$ cat src/rtl/fetch_seq_pkg.sv
// Shared types and defaults for the instruction fetch sequencer.
package fetch_seq_pkg;

  localparam int unsigned PC_W = 32;

  localparam logic [PC_W-1:0] DEF_RESET_VECTOR = 32'h0000_0000;
  localparam logic [PC_W-1:0] DEF_EXC_VECTOR   = 32'h0000_0080;

  // BOOT: post-reset settle cycle. ISSUE: idle, ready to launch a fetch.
  // BUSY: fetch outstanding. FLUSH: fetch outstanding, its data is dropped.
  typedef enum logic [1:0] {
    ST_BOOT  = 2'd0,
    ST_ISSUE = 2'd1,
    ST_BUSY  = 2'd2,
    ST_FLUSH = 2'd3
  } fetch_state_t;

endpackage

$ cat src/rtl/pc_next_reg.sv
// Program-counter register: load has priority over increment, else hold.
module pc_next_reg
  import fetch_seq_pkg::*;
#(
  parameter logic [PC_W-1:0] RESET_VALUE = DEF_RESET_VECTOR,
  parameter logic [PC_W-1:0] STEP        = 32'd1
) (
  input  logic            clk,
  input  logic            rst_n,
  input  logic            load,
  input  logic [PC_W-1:0] load_value,
  input  logic            inc,
  output logic [PC_W-1:0] pc
);

  // PC update; increment wraps modulo 2^32
  always_ff @(posedge clk or negedge rst_n) begin
    if (!rst_n) begin
      pc <= RESET_VALUE;
    end else if (load) begin
      pc <= load_value;
    end else if (inc) begin
      pc <= pc + STEP;
    end
  end

endmodule

$ cat src/rtl/fetch_sequencer.sv
// Instruction fetch sequencer: one outstanding req/ack fetch, single-entry
// output buffer toward IF/ID, redirect on branch/jump or exception.
module fetch_sequencer
  import fetch_seq_pkg::*;
#(
  parameter logic [PC_W-1:0] RESET_VECTOR = DEF_RESET_VECTOR,
  parameter logic [PC_W-1:0] EXC_VECTOR   = DEF_EXC_VECTOR,
  parameter logic [PC_W-1:0] PC_STEP      = 32'd1
) (
  input  logic        clk,
  input  logic        rst_n,
  input  logic        stall,
  input  logic        branch_valid,
  input  logic [31:0] branch_target,
  input  logic        exc_valid,
  output logic        imem_req,
  output logic [31:0] imem_addr,
  input  logic        imem_ack,
  input  logic [31:0] imem_rdata,
  output logic        if_valid,
  output logic [31:0] if_instr,
  output logic [31:0] if_pc,
  output logic [31:0] pc_out
);

  fetch_state_t    state;
  logic [PC_W-1:0] req_addr;
  logic [PC_W-1:0] pc;
  logic            redirect;
  logic [PC_W-1:0] redirect_pc;
  logic            buf_free;
  logic            load_buf;

  // Redirect selection, buffer availability and accepted-fetch decode
  always_comb begin
    redirect    = exc_valid | branch_valid;
    redirect_pc = exc_valid ? EXC_VECTOR : branch_target;
    buf_free    = !if_valid || !stall;
    load_buf    = (state == ST_BUSY) && imem_ack && !redirect;
    imem_req    = (state == ST_BUSY) || (state == ST_FLUSH);
    imem_addr   = req_addr;
    pc_out      = pc;
  end

  pc_next_reg #(
    .RESET_VALUE (RESET_VECTOR),
    .STEP        (PC_STEP)
  ) u_pc (
    .clk        (clk),
    .rst_n      (rst_n),
    .load       (redirect),
    .load_value (redirect_pc),
    .inc        (load_buf),
    .pc         (pc)
  );

  // Fetch FSM and latched request address
  always_ff @(posedge clk or negedge rst_n) begin
    if (!rst_n) begin
      state    <= ST_BOOT;
      req_addr <= '0;
    end else begin
      case (state)
        ST_BOOT:  state <= ST_ISSUE;
        ST_ISSUE: begin
          if (!redirect && buf_free) begin
            req_addr <= pc;
            state    <= ST_BUSY;
          end
        end
        ST_BUSY: begin
          if (imem_ack)      state <= ST_ISSUE;
          else if (redirect) state <= ST_FLUSH;
        end
        ST_FLUSH: begin
          if (imem_ack) state <= ST_ISSUE;
        end
        default: state <= ST_BOOT;
      endcase
    end
  end

  // Output buffer: redirect clears it, an accepted fetch fills it,
  // consumption empties it
  always_ff @(posedge clk or negedge rst_n) begin
    if (!rst_n) begin
      if_valid <= 1'b0;
      if_instr <= '0;
      if_pc    <= '0;
    end else if (redirect) begin
      if_valid <= 1'b0;
    end else if (load_buf) begin
      if_valid <= 1'b1;
      if_instr <= imem_rdata;
      if_pc    <= req_addr;
    end else if (if_valid && !stall) begin
      if_valid <= 1'b0;
    end
  end

endmodule
$ cat config.mk
export PLATFORM = sky130hd
export DESIGN_NAME = fetch_sequencer
export DESIGN_NICKNAME = d
export VERILOG_FILES = /design/src/rtl/fetch_seq_pkg.sv /design/src/rtl/pc_next_reg.sv /design/src/rtl/fetch_sequencer.sv
export SDC_FILE = /design/constraint.sdc
export NUM_CORES = 1
export LEC_CHECK = 0
export BUFFER_PORTS_ARGS = -buffer_cell sky130_fd_sc_hd__buf_2
export CAP_MARGIN = 20
export CORE_UTILIZATION = 43
export DETAILED_ROUTE_END_ITERATION = 10
export PLACE_DENSITY = 0.78
export SLEW_MARGIN = 20
export SYNTH_ARGS = -nofsm -noshare
export SYNTH_HDL_FRONTEND = slang
export SYNTH_SLANG_ARGS = --single-unit
$ cat constraint.sdc
create_clock -name clk -period 2.9 [get_ports clk]
set_input_delay 0.58 -clock clk [delete_from_list [all_inputs] [get_ports clk]]
set_output_delay 0.58 -clock clk [all_outputs]
set_load 0.1 [all_outputs]
* Word-level counts from Yosys, hierarchy flattened
Index checks and enable logic that the tools add are counted.
** Word-level totals
- Register bits after elaboration :: 131
- Input bits :: 70
- Output and inout port bits :: 130
** Operators by class
- Add/sub/neg operators :: 1
- Equality and inequality tests :: 6
- Muxes and demuxes :: 11
- Bitwise operators :: 2
- Reductions and logical operators :: 15
** Operator list (number)
- $mux W32 :: 3
- $add A32 B1 Y32 const B :: 1
- $mux W2 :: 4
- $pmux W2 S4 :: 1
- $eq A2 B2 Y1 const B :: 2
- $logic_and A1 B1 Y1 :: 4
- $ne A2 B2 Y1 const B :: 2
- $reduce_and A2 Y1 :: 2
- $logic_not A1 Y1 :: 3
- $mux W1 :: 3
- $ne A3 B3 Y1 const B :: 1
- $reduce_and A3 Y1 :: 1
- $reduce_bool A3 Y1 :: 1
- $eq A2 B1 Y1 const B :: 1
- $logic_not A2 Y1 :: 1
- $logic_or A1 B1 Y1 :: 2
- $reduce_bool A2 Y1 :: 1
- $not A1 Y1 :: 1
- $or A1 B1 Y1 :: 1

* Longest topological paths before layout
Gate-level depths: netlist of the first run.
- Depth in word-level cells :: 5
- Mapped depth :: 8
- Depth with buffers taken out :: 6

* By module
From an unflattened synthesis of the first run, not the netlist that was laid out.
** Second synthesis, totals
- Cell total of the unflattened synthesis :: 482
- Area, all modules :: 6241.0 um^2
** By module, submodules not included
- fetch_sequencer :: instances 1, cells each 263, area an instance 4274.1 um^2, seq. area each 2477.4 um^2
- pc_next_reg :: instances 1, cells each 219, area an instance 1966.9 um^2, seq. area each 800.8 um^2

* Worst setup path after synthesis of the first run
No wires, ideal clock.
- Path kind :: reg-to-reg
- From :: register u_pc.pc[7]
- To :: register u_pc.pc[20]
- Arrival time :: 2494 ps
- Required time :: 2801 ps
- Setup slack :: 306 ps
- Cell stages (with the launch flop) :: 6
- Period minus slack after synthesis :: 2594 ps
- Path through :: dfrtp_1 -> buf_2 -> nand4_4 -> or3_4 -> or4_1 -> a311oi_1
** Between the ends
- Longest elaborated chain between the ends :: 3
** Ends and longest elaborated chain
- from (decl) :: line pc_next_reg.sv:13 : output logic [PC_W-1:0] pc
- from (signal assigned) :: line pc_next_reg.sv:21 : pc <= load_value;
- from (signal assigned) :: line pc_next_reg.sv:23 : pc <= pc + STEP;
- $add A32 B1 Y32 :: line pc_next_reg.sv:23
- $mux W32 :: line pc_next_reg.sv:22 : end else if (inc) begin
- $mux W32 :: line pc_next_reg.sv:20 : end else if (load) begin
Every way passes these cells. The select of a mux whose other input is x is not followed.
A chain may end at the register's enable or synchronous reset.

* Final worst setup path of the first run
- From :: register state[0]
- To :: output port imem_req
** Between the ends
- Longest elaborated chain between the ends :: 2
- Elaborated cells between the ends (all ways) :: 3
- Those cells by class :: eq/ne: 2; reduce/logical: 1
** Ends and longest elaborated chain
- from (decl) :: line fetch_sequencer.sv:26 : fetch_state_t state;
- from (signal assigned) :: line fetch_sequencer.sv:60 : state <= ST_BOOT;
- from (signal assigned) :: line fetch_sequencer.sv:64 : ST_BOOT: state <= ST_ISSUE;
- from (signal assigned) :: line fetch_sequencer.sv:68 : state <= ST_BUSY;
- $eq A2 B2 Y1 :: line fetch_sequencer.sv:40 : imem_req = (state == ST_BUSY) || (state == ST_FLUSH);
- $logic_or A1 B1 Y1 * :: line fetch_sequencer.sv:40
- to (decl) :: line fetch_sequencer.sv:16 : output logic imem_req,
Every way passes the cells marked *; elsewhere a longest branch is shown, timed or not.

==> flow_summary.yaml, run 1 <==
timing:
  rsz0062_at_grt: "false"
  fin_crit_ps: 2490
  finalSetupViolCount: 0
  fin_setup_tns_ps: 0
  hold_viol: 0
  skew_ps: 7.25
  final_period_utilization: 0.857
  max_clock_freq_mhz: 402
  tightest_slew_ps: 741
  maxSlewHeadroom: 0.502
  slew_viol_final: 0
die:
  num_io_pins: 200
  die_h_um: 119
  floorplan.core_area_um2: 13300
  initial_core_util: 0.444
  placementRows: 42
  fp.dieArea_um2: 14200
  die_x_um: 119
route:
  wl_met1_mm: 6.76
  drt-initial-drc-count: 365
  detail_route.drc_violations: 0
  routed.top_layer: "met4"
  postRouteWirelength_mm: 16.0
  final_antenna_net_count: 0
  via_count: 4903
  total_met3_wirelength_after_detailed_routing_mm: 1.14
  met2_length_mm: 7.83
  post_drt_wl_per_cell_um: 18.3
  detail_route.first_pass.iterations: 5
  vias_per_cell: 5.61
yosys:
  synth_enable_flop_cells: 0
  ys_seq_elements: 131
  async_flop_share: 1.00
  synth_top_family_by_area: "multiplexers"
  fraction_of_synthesized_area_in_multiplexers: 0.179
  synth_xor_area_frac: 0.0148
  post_synth_fa_ha_maj_area_fraction: 0.00847
  synth_top_cells_by_area: "sky130_fd_sc_hd__dfrtp_1 55%, sky130_fd_sc_hd__mux2_2 17%, sky130_fd_sc_hd__nand4_1 1.7%"
  synth_seq_area_share: 0.555
  main_flop_type_after_synthesis: "sky130_fd_sc_hd__dfrtp_1"
  synth_top_cell_area_share: 0.555
  synth-simple-area-share: 0.120
  synthesis.area_per_instance_um2: 12.4
  synth_compound_area_frac: 0.0968
  yosys.area.top_type: "sky130_fd_sc_hd__dfrtp_1"
  synthesis.yosys.warnings: 0
  synthesis.area_um2: 5910
  postSynthCellCount: 477
  synthDistinctLibCells: 56
  syn-num-nets: 551
clock_tree:
  cts.path.max_buffers: 2
  cts_num_sinks: 131
  cts.repair_timing.setup_buffer_count: 0
  clock_buffer_count_from_cts: 17
  cts.clk_slew.worst_paths_ps: 60
  post_cts_resized: 0
  cts_tree: "built"
  htreeDepth: 4
  clockRootBuffer: "sky130_fd_sc_hd__clkbuf_16"
  worst_skew_late_latency_ps: 420
  cts_hold_buffers: 0
setup_path:
  worst_path_max_delay_cell: "sky130_fd_sc_hd__buf_2"
  crit_path_end_kind: "primary output"
  rr_startpoint: "state[0]"
  worst-path-max-fanout: 9
  arrival_ps: 1910
  criticalPathCategory: "reg2out"
  critical_path.n_buffers_inverters: 2
  worst_setup_path_start_kind: "register"
  critical-path-max-stage-delay_ps: 430
  top_family_by_delay_on_critical_path: "buffers and inverters"
  crit_path_start: "state[0]"
  timing.critical_path.cells: "inv_1 -> ha_1 -> or2_2 -> buf_2"
  cp_data_required_time_ps: 2320
worst_hold_path:
  hp-class: "in2async"
layout:
  fin_nets: 759
  final_common_cell: "sky130_fd_sc_hd__buf_2"
  antenna-diode-count: 0
  layout-area-overhead-vs-synth_pct: 32.0
  mostFrequentLayoutCells: "198 x sky130_fd_sc_hd__buf_2, 131 x sky130_fd_sc_hd__dfrtp_1, 89 x sky130_fd_sc_hd__mux2_2"
  final_layout_size_suffix_gt1_frac: 0.497
  filler_cell_count: 1089
  post_layout_nonfiller_instances: 874
placed_design:
  place_inst: 842
  gp_weighted_congestion: 0.823
  port-buffer-count: 199
  hpwl_mm: 11.5
pwr:
  leakage_nw: 4.04
  vdd_ir_drop_max_v: 0.00104
  total_power_w: 0.00980
  pwrdens_nw_per_um2: 1260
run:
  drv.max_cap_violation_count: 0
status:
  outcome: "finished clean"
global_route:
  groute.usage.overall: 0.235
  grt.overflow.total: 0
  antenna_violations_before_repair: 0
  grt_max_degree: 69
  first_global_vias: 4901
  grt_first_pass_wirelength_mm: 25.5
metal layers:
| layer | vias to the layer above | track usage |
|---|---|---|
| met2 | 241 | 0.381 |
| met1 | 2433 | 0.292 |
| met3 | 24 | 0.0666 |
| met5 | - | 0 |
| li1 | 2205 | - |
| met4 | 0 | 0.105 |
area by class of cell:
type,instances,area [um2],area share
clock inverters,12,178,0.0228
flip-flops and latches,131,3280,0.420
clock buffers,20,467,0.0599
inverters,11,41.3,0.00530
well taps,176,220,0.0282
multi-input cells,310,2490,0.319
repair buffers,214,1130,0.145
cells in the mapped netlist (all sizes together), types with 7 or more instances:
cell type and count:
o21ai 11, a21o 7, buf 13, nor2 24
mux2 94, inv 10, a311oi 7, nor3 10
clkbuf 12, a21oi 7, nand2 26, a211oi 12
nand4 18, nand3 12, dfrtp 131
per-stage QoR:
stage | setup WS [ps] | hold slack [ps] | util | area, um2
final | 415 | 164 | 0.586 | 7800
after global routing | 315 | 195 | 0.586 | 7800
after CTS | 417 | 183 | 0.586 | 7800
after detailed placement | 532 | 475 | 0.538 | 7150
after global placement | 604 | 462 | 0.538 | 7150
after floorplan | 306 | 284 | - | 5910
worst paths after layout:
check,to,slack (ps),depth (start not counted)
max in group asynchronous,u_pc.pc[5],1980,2
min in group clk,u_pc.pc[19],390,3
min reg2reg,if_pc[10],490,1
min,u_pc.pc[23],160,1
max reg2reg,u_pc.pc[13],600,7
max,imem_req,410,4
flip-flops by register name (all words and copies together), names as in the netlist:
name and flops:
state 2, if_pc 32, if_instr 32, u_pc.pc 32, if_valid 1, imem_addr 32
power by group:
part	leakage (nW)	total, W	internal (W)	switching [W]
Combinational	1.98	0.00487	0.000787	0.00408
Sequential	1.74	0.00263	0.00231	0.000318
Clock	0.316	0.00230	0.00151	0.000793
Total	4.04	0.00980	0.00460	0.00519
cells by family (layout without fill, tap and decap cells):
| kind of cell | after synthesis | count (layout) |
|---|---|---|
| xor+xnor | 10 | 10 |
| mux | 94 | 94 |
| buf+inv | 36 | 257 |
| flops | 131 | 131 |
| fa+ha+maj | 4 | 4 |
| compound gates | 77 | 77 |
| simple gates | 125 | 125 |
Note: power is estimated with default switching activity, not from simulation.
==> run 2: changes to the inputs <==
Clock period 2.9 ns to 2.7 ns, I/O delays scaled along.
==> run 2 against run 1 <==
  * Sequential power grew 7%
  * Clock power shrank 4%
  * Critical path depth is the same
  * Clock-buffer cell count grew 1
  * Register-to-register slack lost 260 ps
  * Sequential share of layout area grew 0.26 points
  * Worst hold slack lost 150 ps
  * Critical endpoint unchanged
==> flow_summary.yaml, run 2 (synthesis results as in run 1) <==
clock_tree:
  clockRootBuffer: "sky130_fd_sc_hd__clkbuf_16"
  worst_skew_late_latency_ps: 410
  cts_num_sinks: 131
  cts_tree: "built"
  post_cts_resized: 0
  cts_hold_buffers: 0
  cts.clk_slew.worst_paths_ps: 60
  htreeDepth: 4
  cts.repair_timing.setup_buffer_count: 0
  cts.path.max_buffers: 2
  clock_buffer_count_from_cts: 17
die:
  placementRows: 42
  die_h_um: 119
  die_x_um: 119
  initial_core_util: 0.444
  fp.dieArea_um2: 14200
  num_io_pins: 200
  floorplan.core_area_um2: 13300
global_route:
  grt_max_degree: 65
  antenna_violations_before_repair: 0
  groute.usage.overall: 0.227
  grt.overflow.total: 0
  grt_first_pass_wirelength_mm: 24.7
  first_global_vias: 4836
layout:
  antenna-diode-count: 0
  final_common_cell: "sky130_fd_sc_hd__buf_2"
  post_layout_nonfiller_instances: 874
  fin_nets: 759
  mostFrequentLayoutCells: "198 x sky130_fd_sc_hd__buf_2, 131 x sky130_fd_sc_hd__dfrtp_1, 89 x sky130_fd_sc_hd__mux2_2"
  final_layout_size_suffix_gt1_frac: 0.497
  layout-area-overhead-vs-synth_pct: 31.2
route:
  vias_per_cell: 5.59
  post_drt_wl_per_cell_um: 17.8
  drt-initial-drc-count: 291
  detail_route.drc_violations: 0
  final_antenna_net_count: 0
  detail_route.first_pass.iterations: 5
  postRouteWirelength_mm: 15.6
  via_count: 4886
timing:
  setup_slack_ps: 268
  slew_viol_final: 0
  fin_crit_ps: 2430
  final_period_utilization: 0.901
  hold_viol: 0
  finalSetupViolCount: 0
  max_clock_freq_mhz: 411
  rsz0062_at_grt: "false"
  tightest_slew_ps: 527
  timing.hold.ws_ps: 12.2
  skew_ps: 5.40
  maxSlewHeadroom: 0.646
  fin_setup_tns_ps: 0
pwr:
  leakage_nw: 4.00
  vdd_ir_drop_max_v: 0.000810
  pwrdens_nw_per_um2: 1320
  total_power_w: 0.0102
placed_design:
  gp_weighted_congestion: 0.836
  setup_ws_pre_cts_ps: 388
  place_inst: 842
  port-buffer-count: 199
  hpwl_mm: 11.4
status:
  outcome: "finished clean"
setup_path:
  arrival_ps: 1890
  timing.critical_path.cells: "inv_1 -> ha_1 -> or2_2 -> buf_2"
  rr_worst_depth: 7
  rr_startpoint: "state[0]"
  r2r_end: "u_pc.pc[13]"
  critical-path-max-stage-delay_ps: 430
  crit_path_end_kind: "primary output"
  worst_path_max_delay_cell: "sky130_fd_sc_hd__buf_2"
  cp_data_required_time_ps: 2160
  r2r_slack_ps: 340
  worst-path-max-fanout: 9
  criticalPathCategory: "reg2out"
  worst_setup_path_start_kind: "register"
run:
  drv.max_cap_violation_count: 0
worst_hold_path:
  hp-class: "in2async"
==> run 2: final cells by class <==
| type | instances | area [um2] |
|---|---|---|
| multi-input cells | 310 | 2490 |
| well taps | 176 | 220 |
| repair buffers | 214 | 1140 |
| clock buffers | 21 | 480 |
| inverters | 11 | 41.3 |
| clock inverters | 11 | 103 |
| flip-flops and latches | 131 | 3280 |
| fillers | 1088 | 5550 |
==> run 2: power by group <==
| part | total [W] | leakage [nW] | switching [W] | internal (W) |
|---|---|---|---|---|
| clock network | 0.00221 | 0.270 | 0.000843 | 0.00136 |
| logic | 0.00523 | 1.98 | 0.00438 | 0.000850 |
| registers | 0.00281 | 1.74 | 0.000326 | 0.00248 |
==> run 2: how the worst max path moves through the flow <==
stage / slack (ps) / to / startpoint
after global routing: 170 / u_pc.pc[13] / state[0]
after detailed placement: 390 / u_pc.pc[13] / state[0]
after floorplan: 110 / u_pc.pc[20] / u_pc.pc[7]
final: 270 / imem_req / state[0]
after CTS: 250 / imem_req / state[0]
after global placement: 460 / if_instr[31] / exc_valid
==> run 2: stage by stage <==
step                 util  cell area (um2)
floorplan               -             5910
global placement    0.539             7170
detailed placement  0.539             7170
CTS                 0.583             7750
global route        0.583             7750
finish              0.583             7750
==> run 2: per-layer routing <==
layer	part of all wire	GRT usage	vias to the layer above
li1	-	-	2213
met1	0.42	0.283	2410
met2	0.49	0.372	235
met3	0.068	0.0575	28
met4	0.021	0.104	0
met5	0	0	-
==> run 2: worst max-delay path: cells and delay by family (launching register included) <==
kind                     cells  cell delay [ps]
buffers and inverters        2              520
flip-flops                   1              410
adder cells (fa/ha/maj)      1              350
AND/OR/NAND/NOR              1              210
